## src/rtl/trace_capture.sv

```systemverilog
// Trace recorder: samples CHANNELS x WIDTH observation buses into a DEPTH-entry FIFO for a
// programmed number of cycles. Define TRACE_TIMESTAMP_EN to prefix each entry with its cycle count.
module trace_capture #(
    parameter int unsigned WIDTH    = 8,
    parameter int unsigned CHANNELS = 3,
    parameter int unsigned DEPTH    = 16,
    parameter int unsigned CNT_W    = 8,
    localparam int unsigned DATA_W  = CHANNELS * WIDTH,
`ifdef TRACE_TIMESTAMP_EN
    localparam int unsigned ENTRY_W = DATA_W + CNT_W
`else
    localparam int unsigned ENTRY_W = DATA_W
`endif
) (
    input  logic               clk,
    input  logic               rst,
    input  logic               start,
    input  logic               mode,
    input  logic [CNT_W-1:0]   cycle_limit,
    input  logic [DATA_W-1:0]  ch_data,
    input  logic               rd_en,
    output logic [ENTRY_W-1:0] rd_data,
    output logic               rd_valid,
    output logic               empty,
    output logic               full,
    output logic               overflow,
    output logic               busy,
    output logic               done,
    output logic [CNT_W-1:0]   cycle_count
);
    localparam int unsigned PTR_W = $clog2(DEPTH);

    typedef enum logic [1:0] {StIdle, StRun, StDone} state_e;

    state_e              state_q, state_d;
    logic                mode_q, mode_d;
    logic [CNT_W-1:0]    limit_q, limit_d;
    logic [CNT_W-1:0]    count_q, count_d;
    logic [PTR_W-1:0]    wr_ptr_q, wr_ptr_d;
    logic [PTR_W-1:0]    rd_ptr_q, rd_ptr_d;
    logic [PTR_W:0]      occ_q, occ_d;
    logic [ENTRY_W-1:0]  rd_data_q, rd_data_d;
    logic                rd_valid_q, rd_valid_d;
    logic                empty_q, empty_d;
    logic                full_q, full_d;
    logic                ovf_q, ovf_d;
    logic [DATA_W-1:0]   last_q, last_d;
    logic                have_last_q, have_last_d;
    logic [ENTRY_W-1:0]  mem_q [DEPTH];

    logic                flush, sample, do_pop, do_push;
    logic [ENTRY_W-1:0]  wr_entry;

`ifdef TRACE_TIMESTAMP_EN
    assign wr_entry = {count_q, ch_data};
`else
    assign wr_entry = ch_data;
`endif

    always_comb begin
        state_d     = state_q;
        mode_d      = mode_q;
        limit_d     = limit_q;
        count_d     = count_q;
        wr_ptr_d    = wr_ptr_q;
        rd_ptr_d    = rd_ptr_q;
        occ_d       = occ_q;
        rd_data_d   = rd_data_q;
        ovf_d       = ovf_q;
        last_d      = last_q;
        have_last_d = have_last_q;

        flush   = start && (state_q != StRun);
        sample  = (state_q == StRun) && (!mode_q || !have_last_q || (ch_data != last_q));
        // A pop on the restart edge would read data that is being discarded.
        do_pop  = rd_en && !empty_q && !flush;
        do_push = sample && (!full_q || do_pop);

        rd_valid_d = do_pop;
        if (do_pop) begin
            rd_data_d = mem_q[rd_ptr_q];
        end

        if (flush) begin
            mode_d      = mode;
            limit_d     = cycle_limit;
            count_d     = '0;
            wr_ptr_d    = '0;
            rd_ptr_d    = '0;
            occ_d       = '0;
            ovf_d       = 1'b0;
            have_last_d = 1'b0;
            state_d     = (cycle_limit == '0) ? StDone : StRun;
        end else begin
            if (do_pop) begin
                rd_ptr_d = rd_ptr_q + PTR_W'(1);
            end
            if (do_push) begin
                wr_ptr_d    = wr_ptr_q + PTR_W'(1);
                last_d      = ch_data;
                have_last_d = 1'b1;
            end
            if (sample && !do_push) begin
                ovf_d = 1'b1;
            end
            if (do_push && !do_pop) begin
                occ_d = occ_q + (PTR_W+1)'(1);
            end else if (do_pop && !do_push) begin
                occ_d = occ_q - (PTR_W+1)'(1);
            end
            if (state_q == StRun) begin
                count_d = count_q + CNT_W'(1);
                if (count_d == limit_q) begin
                    state_d = StDone;
                end
            end
        end

        empty_d = (occ_d == '0);
        full_d  = (occ_d == (PTR_W+1)'(DEPTH));
    end

    always_ff @(posedge clk or posedge rst) begin
        if (rst) begin
            state_q     <= StIdle;
            mode_q      <= 1'b0;
            limit_q     <= '0;
            count_q     <= '0;
            wr_ptr_q    <= '0;
            rd_ptr_q    <= '0;
            occ_q       <= '0;
            rd_data_q   <= '0;
            rd_valid_q  <= 1'b0;
            empty_q     <= 1'b1;
            full_q      <= 1'b0;
            ovf_q       <= 1'b0;
            last_q      <= '0;
            have_last_q <= 1'b0;
        end else begin
            state_q     <= state_d;
            mode_q      <= mode_d;
            limit_q     <= limit_d;
            count_q     <= count_d;
            wr_ptr_q    <= wr_ptr_d;
            rd_ptr_q    <= rd_ptr_d;
            occ_q       <= occ_d;
            rd_data_q   <= rd_data_d;
            rd_valid_q  <= rd_valid_d;
            empty_q     <= empty_d;
            full_q      <= full_d;
            ovf_q       <= ovf_d;
            last_q      <= last_d;
            have_last_q <= have_last_d;
        end
    end

    // Storage needs no reset: occupancy gates every read.
    always_ff @(posedge clk) begin
        if (do_push) begin
            mem_q[wr_ptr_q] <= wr_entry;
        end
    end

    assign rd_data     = rd_data_q;
    assign rd_valid    = rd_valid_q;
    assign empty       = empty_q;
    assign full        = full_q;
    assign overflow    = ovf_q;
    assign busy        = (state_q == StRun);
    assign done        = (state_q == StDone);
    assign cycle_count = count_q;
endmodule

```

## config.mk

```make
export PLATFORM = sky130hd
export DESIGN_NAME = trace_capture
export DESIGN_NICKNAME = d
export VERILOG_FILES = /design/src/rtl/trace_capture.sv
export SDC_FILE = /design/constraint.sdc
export NUM_CORES = 1
export LEC_CHECK = 0
export ABC_AREA = 1
export CAP_MARGIN = 25
export CORE_MARGIN = 1.5
export CORE_UTILIZATION = 60
export CTS_CLUSTER_DIAMETER = 50
export DETAILED_ROUTE_END_ITERATION = 8
export PLACE_DENSITY = 0.79
export SYNTH_ARGS = -nofsm -noshare
export SYNTH_HDL_FRONTEND = slang
export SYNTH_SLANG_ARGS = --single-unit
```

## constraint.sdc

```tcl
create_clock -name clk -period 4.4 [get_ports clk]
set_input_delay 0.88 -clock clk [delete_from_list [all_inputs] [get_ports clk]]
set_output_delay 0.88 -clock clk [all_outputs]
set_load 0.005 [all_outputs]
```

==> impl_metrics.env <==
export IMPL_synth_largest_area_cell="edfxtp_1"
export IMPL_drtAntennaViolNets=0
export IMPL_wl_per_cell_um=22.4
export IMPL_drtIter0Drc=1469
export IMPL_routed_via_density=6.23
export IMPL_total_power_w=0.0135
export IMPL_coreArea_um2=30800
export IMPL_die_area_um2=32600
export IMPL_met2_usage_pct=46.8
export IMPL_drive_above_1_share_pct=10.6
export IMPL_fp_row_count=64
export IMPL_portBuffers=74
export IMPL_dr_pass1_iters=5
export IMPL_avgSynthCellArea_um2=12.2
export IMPL_drc=0
export IMPL_drv_slew=0
export IMPL_grt_pass1_wl_um=72200
export IMPL_overflow=0
export IMPL_netlist_top_cells_area="edfxtp_1, dfrtp_1, o21ai_0"
export IMPL_fin_hold_ws_ns=0.505
export IMPL_cts_buffers=48
export IMPL_slew_limit_headroom_pct=28.5
export IMPL_die_y_um=181
export IMPL_num_io_pins=75
export IMPL_synth_fp_nets=1594
export IMPL_cts_root_buffer="clkbuf_16"
export IMPL_syn_cell_area_um2=18900
export IMPL_ys_ff_latch=469
export IMPL_synthDominantCellAreaShare_pct=61.0
export IMPL_worstPathRequired_ns=4.58
export IMPL_status="finished, final reports clean"
export IMPL_cp_startpoint="ch_data[15]"
export IMPL_crit_type="primary input to flip-flop"
export IMPL_initial_core_util_pct=61.3
export IMPL_yosysWarnings=0
export IMPL_final_common_cell="edfxtp_1"
export IMPL_worst_pin_slew_ns=1.07
export IMPL_hp_class="flip-flop to flip-flop"
export IMPL_gp_congestion=0.827
export IMPL_rr_startpoint="last_q[20]$_DFFE_PP0P_"
export IMPL_postCtsResizedCells=0
export IMPL_met1_usage_pct=38.7
export IMPL_critPathArrivalTime_ns=3.45
export IMPL_postCtsSetupBuffers=0
export IMPL_p_leak_nw=7.81
export IMPL_critPathMaxFanout=24
export IMPL_yosysUniqueCellTypes=36
export IMPL_drv_cap=0
export IMPL_diodes=0
export IMPL_grt_pass1_vias=13100
export IMPL_grt_use_met3_pct=6.10
export IMPL_start_kind="primary input"
export IMPL_final_nets=1694
export IMPL_finalSetupViolations=0
export IMPL_cts_tree="yes"
export IMPL_ys_flop_type="edfxtp_1"
export IMPL_ir_drop_mv=0.415
export IMPL_dieWidth_um=181
export IMPL_path_clk_slew_ns=0.06
export IMPL_worstSkewPairLatency_ns=0.55
export IMPL_power_density_nw_per_um2=617
export IMPL_holdCritStartpoint="have_last_q$_DFFE_PP0P_"
export IMPL_final_cell_mix="edfxtp_1, nor2_1, o21ai_0, nand2_1, dfrtp_1"
export IMPL_hold_viol=0
export IMPL_fin_setup_tns_ns=0
export IMPL_cts_num_sinks=469
export IMPL_cts_hold_buffers=0
export IMPL_fin_skew_ns=0.0215
export IMPL_synth_edff_count=384
export IMPL_track_usage_pct=29.1
export IMPL_max_freq_mhz=305
export IMPL_grt_max_degree=196
export IMPL_cp_end_kind="flip-flop"
export IMPL_dp_hpwl_um=26900
export IMPL_cts_max_path_buffers=3
export IMPL_period_minus_slack_ns=3.28
export IMPL_htree_num_levels=2
export IMPL_routed_wl_um=46700
export IMPL_grt_most_used_layer="met2"
export IMPL_antenna_found_initial=0
export IMPL_async_flop_share_pct=18.1
export IMPL_synthCells=1549
export IMPL_yosysSeqAreaShare_pct=72.2
export IMPL_period_share_pct=74.4
export IMPL_rsz0062_at_grt="false"
export IMPL_via_count=13000
export IMPL_area_growth_pct=15.7
-- kinds of logic after synthesis --
logic type | after synthesis | synth area share [%]
buffers and inverters | 168 | 3.53
and+or+nand+nor | 500 | 10.8
xor gates and xnor gates | 19 | 0.880
AOI/OAI and AO/OA | 385 | 12.0
DFF | 469 | 72.2
adders and majority gates | 8 | 0.529
-- path summary, 6_finish.rpt --
path	end	slack (ns)	depth (start not counted)
min reg2reg	have_last_q$_DFFE_PP0P_	0.50	1
min in group asynchronous	last_q[21]$_DFFE_PP0P_	0.72	2
max	mem_q[12][20]$_DFFE_PP_	1.12	14
max in group asynchronous	rd_data[20]$_DFFE_PP0P_	2.84	3
min	have_last_q$_DFFE_PP0P_	0.50	1
max reg2reg	mem_q[12][20]$_DFFE_PP_	1.94	12
-- synthesized netlist by cell type (2+ instances only) --
master	instances
o21ai_0	223
clkbuf_1	64
edfxtp_1	384
nand2_4	2
nand3b_1	2
ha_1	8
xnor2_1	5
buf_1	7
nand2_2	3
o21ai_1	27
buf_2	20
xor2_1	14
nand4_2	2
inv_2	10
nor3_1	4
a31oi_1	24
o221ai_1	72
o21a_1	2
nand3_1	56
dfrtp_1	84
nand2_1	127
a21oi_1	4
o22ai_1	31
buf_4	3
inv_1	63
nor2_1	293
nor4_1	2
nand4_1	5
-- critical path, cell delays in order --
cell and delay (ns):
clkdlybuf4s50_1 0.87, nand2_1 0.11, o21ai_1 0.09, nor2_1 0.07
nand2_1 0.07, nor2_1 0.05, nand3_2 0.11, nand2_4 0.11
inv_2 0.09, nand2_4 0.05, inv_2 0.13, nand2_1 0.21
nor2_2 0.16, buf_4 0.42
-- cell type report --
class / instances / area [um^2]
multi-input cells: 912 / 4620
repair buffers: 144 / 1320
clock buffers: 63 / 1300
flip-flops and latches: 469 / 13700
fillers: 2001 / 8960
inverters: 74 / 284
clock inverters: 25 / 180
well taps: 396 / 495
-- routing by layer --
layer	vias up	wire length (um)
met3	139	4930
met2	740	22200
li1	5822	-
met1	6275	17600
met4	0	1920
met5	-	0
-- through the flow --
step	cells	setup WS [ns]	util, %	instance area, um^2
2_1_floorplan	1549	1.11	-	18900
5_1_grt	2083	0.965	70.9	21900
6_report	2083	1.12	70.9	21900
4_1_cts	2083	1.20	70.9	21900
3_3_place_gp	1994	0.709	66.0	20400
3_5_place_dp	1995	0.711	66.1	20400
-- power by group --
| group | switching (W) | internal (W) |
|---|---|---|
| clock | 0.00163 | 0.00220 |
| sequential | 0.000306 | 0.00538 |
| combinational | 0.00262 | 0.00136 |
| total | 0.00456 | 0.00894 |
-- state kept, by name, indices dropped and copies added, names as in the netlist --
name         flops
wr_ptr_q         4
mem_q          384
mode_q           1
overflow         1
rd_valid         1
last_q          24
full             1
rd_ptr_q         4
state_q          2
cycle_count      8
have_last_q      1
limit_q          8
rd_data         24
empty            1
occ_q            5
No activity file was read; power rests on OpenSTA's default activity.
==> RTL change 1, RTL diff (same flow settings) <==
Change the parameter `WIDTH` from 8 to 10.
--- a/src/rtl/trace_capture.sv
+++ b/src/rtl/trace_capture.sv
@@ -3,3 +3,3 @@
 module trace_capture #(
-    parameter int unsigned WIDTH    = 8,
+    parameter int unsigned WIDTH    = 10,
     parameter int unsigned CHANNELS = 3,
Interface: changed (resized ch_data and rd_data); port bits go from 75 to 87. The function was not compared with the original's and may differ.
==> RTL change 1 against the unedited design <==
Synthesized area grew 23%. Non-clock buffer count grew 21. Power grew 17%. Sequential cell count grew 108. Routed wire length grew 29%. Global-route usage grew 1.8 points. Setup slack gained 0.14 ns. Cell area grew 22%.
==> RTL change 1: results (changes against the unedited design) <==
slew at the pin closest to its max-slew limit 1.06 ns (-0.00944 ns); CTS Buf Count 53 (+10%); share of cells above drive strength 1 9.47% (-1.1 points); Sw Ratio 33.5% (-0.24 points); Seq/Total Area, Yosys 72.7% (+0.46 points); most area-consuming cells after synthesis edfxtp_1 (62%), dfrtp_1 (10%), o21ai_0 (5.5%); later-pin clock latency in the skew report 0.58 ns (+0.03 ns); Static Leak 0.00947 uW (+21%); placer's final routability congestion estimate 0.839 (+1.4%); GRT Util Overall 30.8% (+1.8 points); post-detail-place hpwl 35,100 um (+31%); Placement Setup Slack 0.761 ns (+0.0498 ns); Worst R2R Start rd_ptr_q[0]; Port Buffers 86 (+16%); Post-Synth Adder-Cell Area 0.432% (-0.097 points); min-delay src mode_q; filler cell count 2,520 (+26%); Worst R2R End rd_data[8]; Distinct cells, synth 35 (-2.8%); worst setup path start ch_data[0]; largest net degree at the start of global routing 121 (-38%); worst-path fanout max 17 (-29%); XOR/XNOR share of the synthesized area 0.794% (-0.086 points); drt pass-1 iters 6 (+1); status finished, final reports clean; max reg flops 480 (+25%); via count 16,037 (+24%); Iter 0 DRT Violations 2,090 (+42%)
## RTL change 1: changes by cell type in the layout (fill, tap and decap cells not counted), sizes merged, moves of 9 or more
cell | before | now
inv | 74 | 103
dfrtp | 84 | 96
edfxtp | 384 | 480
o221ai | 72 | 92
o21ai | 250 | 297
clkbuf | 63 | 77
nand2 | 132 | 180
nor2 | 293 | 342
clkdlybuf4s50 | 74 | 86
buf | 70 | 79
## RTL change 1: routing by layer
metal / GRT usage [%] / share of wire, % / vias to the layer above
met5: 0 / 0 / -
met4: 11.0 / 2.8 / 0
met3: 4.93 / 11 / 145
met2: 50.4 / 49 / 1021
met1: 42.3 / 37 / 7825
li1: - / - / 7046
## RTL change 1: layout make-up
cell class / instances / area share, %
inverter: 105 / 1.52
sequential: 577 / 63.1
clock inverter: 20 / 0.600
timing repair buffer: 165 / 5.87
multi-input combinational: 1094 / 20.9
clock buffer: 77 / 5.57
tap: 511 / 2.40
## RTL change 1: through the flow
| stage | hold slack [ns] | std cells | cell area [um2] | power [uW] |
|---|---|---|---|---|
| 6_report | 0.498 | 2549 | 26700 | 15800 |
| 3_5_place_dp | 0.483 | 2452 | 25000 | 11400 |
| 3_3_place_gp | 0.476 | 2452 | 25000 | 11200 |
| 4_1_cts | 0.502 | 2549 | 26700 | 15800 |
| 2_1_floorplan | 0.449 | 1893 | 23200 | 9750 |
| 5_1_grt | 0.513 | 2549 | 26700 | 16500 |
## RTL change 1: power by group through the flow
stage / logic, uW / registers (uW) / clock network [uW]
6_report: 4460 / 7010 / 4380
5_1_grt: 4880 / 7060 / 4600
4_1_cts: 4410 / 7000 / 4400
3_5_place_dp: 4350 / 7100 / 0
3_3_place_gp: 4180 / 7070 / 0
2_1_floorplan: 2800 / 6950 / 0
==> RTL change 2, RTL diff (config.mk and constraints unchanged) <==
Without the edit above. Encoding of `state_e`: now one-hot (3 bits for 3 states).
--- a/src/rtl/trace_capture.sv
+++ b/src/rtl/trace_capture.sv
@@ -32,3 +32,3 @@
 
-    typedef enum logic [1:0] {StIdle, StRun, StDone} state_e;
+    typedef enum logic [2:0] {StIdle = 3'b001, StRun = 3'b010, StDone = 3'b100} state_e;
 
Function: no difference found for any inputs over 4 cycles, from zero or initial values and one cycle with rst high; so few cycles prove little.
==> RTL change 2 against the unedited design <==
Global-route usage is 0.32 points higher. Setup slack better by 0.15 ns. Sequential cell count increased by 1. Cell area is 0.31% higher. Routed wire length rose by 1.9%. Via count grew 1.7%. Synthesized area increased by 0.32%. Final cell count fell by 0.19%. Fmax increased by 4.7%. Non-clock buffer count shrank 5. Worst hold slack worse by 0.0076 ns. Clock skew is 0.011 ns lower. Power fell by 1.1%.
==> RTL change 2: results (changes against the unedited design) <==
most area-consuming cells after synthesis edfxtp_1 (61%), dfrtp_1 (11%), o21ai_0 (5.9%); asr flop ratio synth 18.3% (+0.17 points); filler cell count 1,938 (-3.1%); Placement Setup Slack 0.765 ns (+0.0542 ns); Logic inverters 72 (-2.7%); clock group power 3900 uW (+2%); Multi-Input Combinational 917 (+0.55%); Distinct cells, synth 39 (+8.3%); Multi-input gate area 0.00468 mm2 (+1.2%); clock group share of total power 29.2% (+0.9 points); post-detail-place hpwl 27,800 um (+3.6%); DRT met1 WL 18,000 um (+2.5%); status finished, final reports clean; placer's final routability congestion estimate 0.888 (+7.3%); Comb power 3750 uW (-5.8%); met1 usage 39.1% (+0.48 points); fraction of area in registers 62.4% (-0.076 points); worst slew margin relative to its limit 41.5% (+13 points); largest net degree at the start of global routing 85 (-57%); met3 WL 4670 um (-5.2%); met3 Use GR 4.72% (-1.4 points); CP max stage delay 0.83 ns (-0.04 ns); placed cell count 1,994 (-0.050%); Worst R2R Start rd_ptr_q[0]; cells on worst reg2reg path 6 (-6); Avg Cell Area, Syn 12.2 um2 (+0.13%); Final Skew 0.0105 ns (-0.0111 ns); nets 1,691 (-0.18%); Peak supply drop 0.390 mV (-6.1%)
==> RTL change 2: cells by family after synthesis <==
logic type      share of synthesized area (%)
simple gates                             11.1
flops                                    72.2
compound gates                           11.8
buf+inv                                  3.44
xor+xnor                                0.963
fa+ha+maj                               0.528
==> RTL change 2: how the worst max path moves through the flow <==
stage,slack (ns),from,endpoint,cells after the start
final,1.27,ch_data[3],mem_q[15][0],14
after CTS,1.31,ch_data[23],mem_q[7][8],14
after global placement,0.85,ch_data[23],mem_q[7][23],14
after global routing,1.09,ch_data[23],mem_q[7][8],14
after detailed placement,0.77,ch_data[23],mem_q[7][23],14
after floorplan,1.10,ch_data[15],mem_q[15][0],12
==> RTL change 2: per-stage QoR <==
stage	area (um2)	util, %
after floorplan	19000	-
after global placement	20400	66.2
after detailed placement	20400	66.3
after CTS	21900	71.2
after global routing	21900	71.2
final	21900	71.2
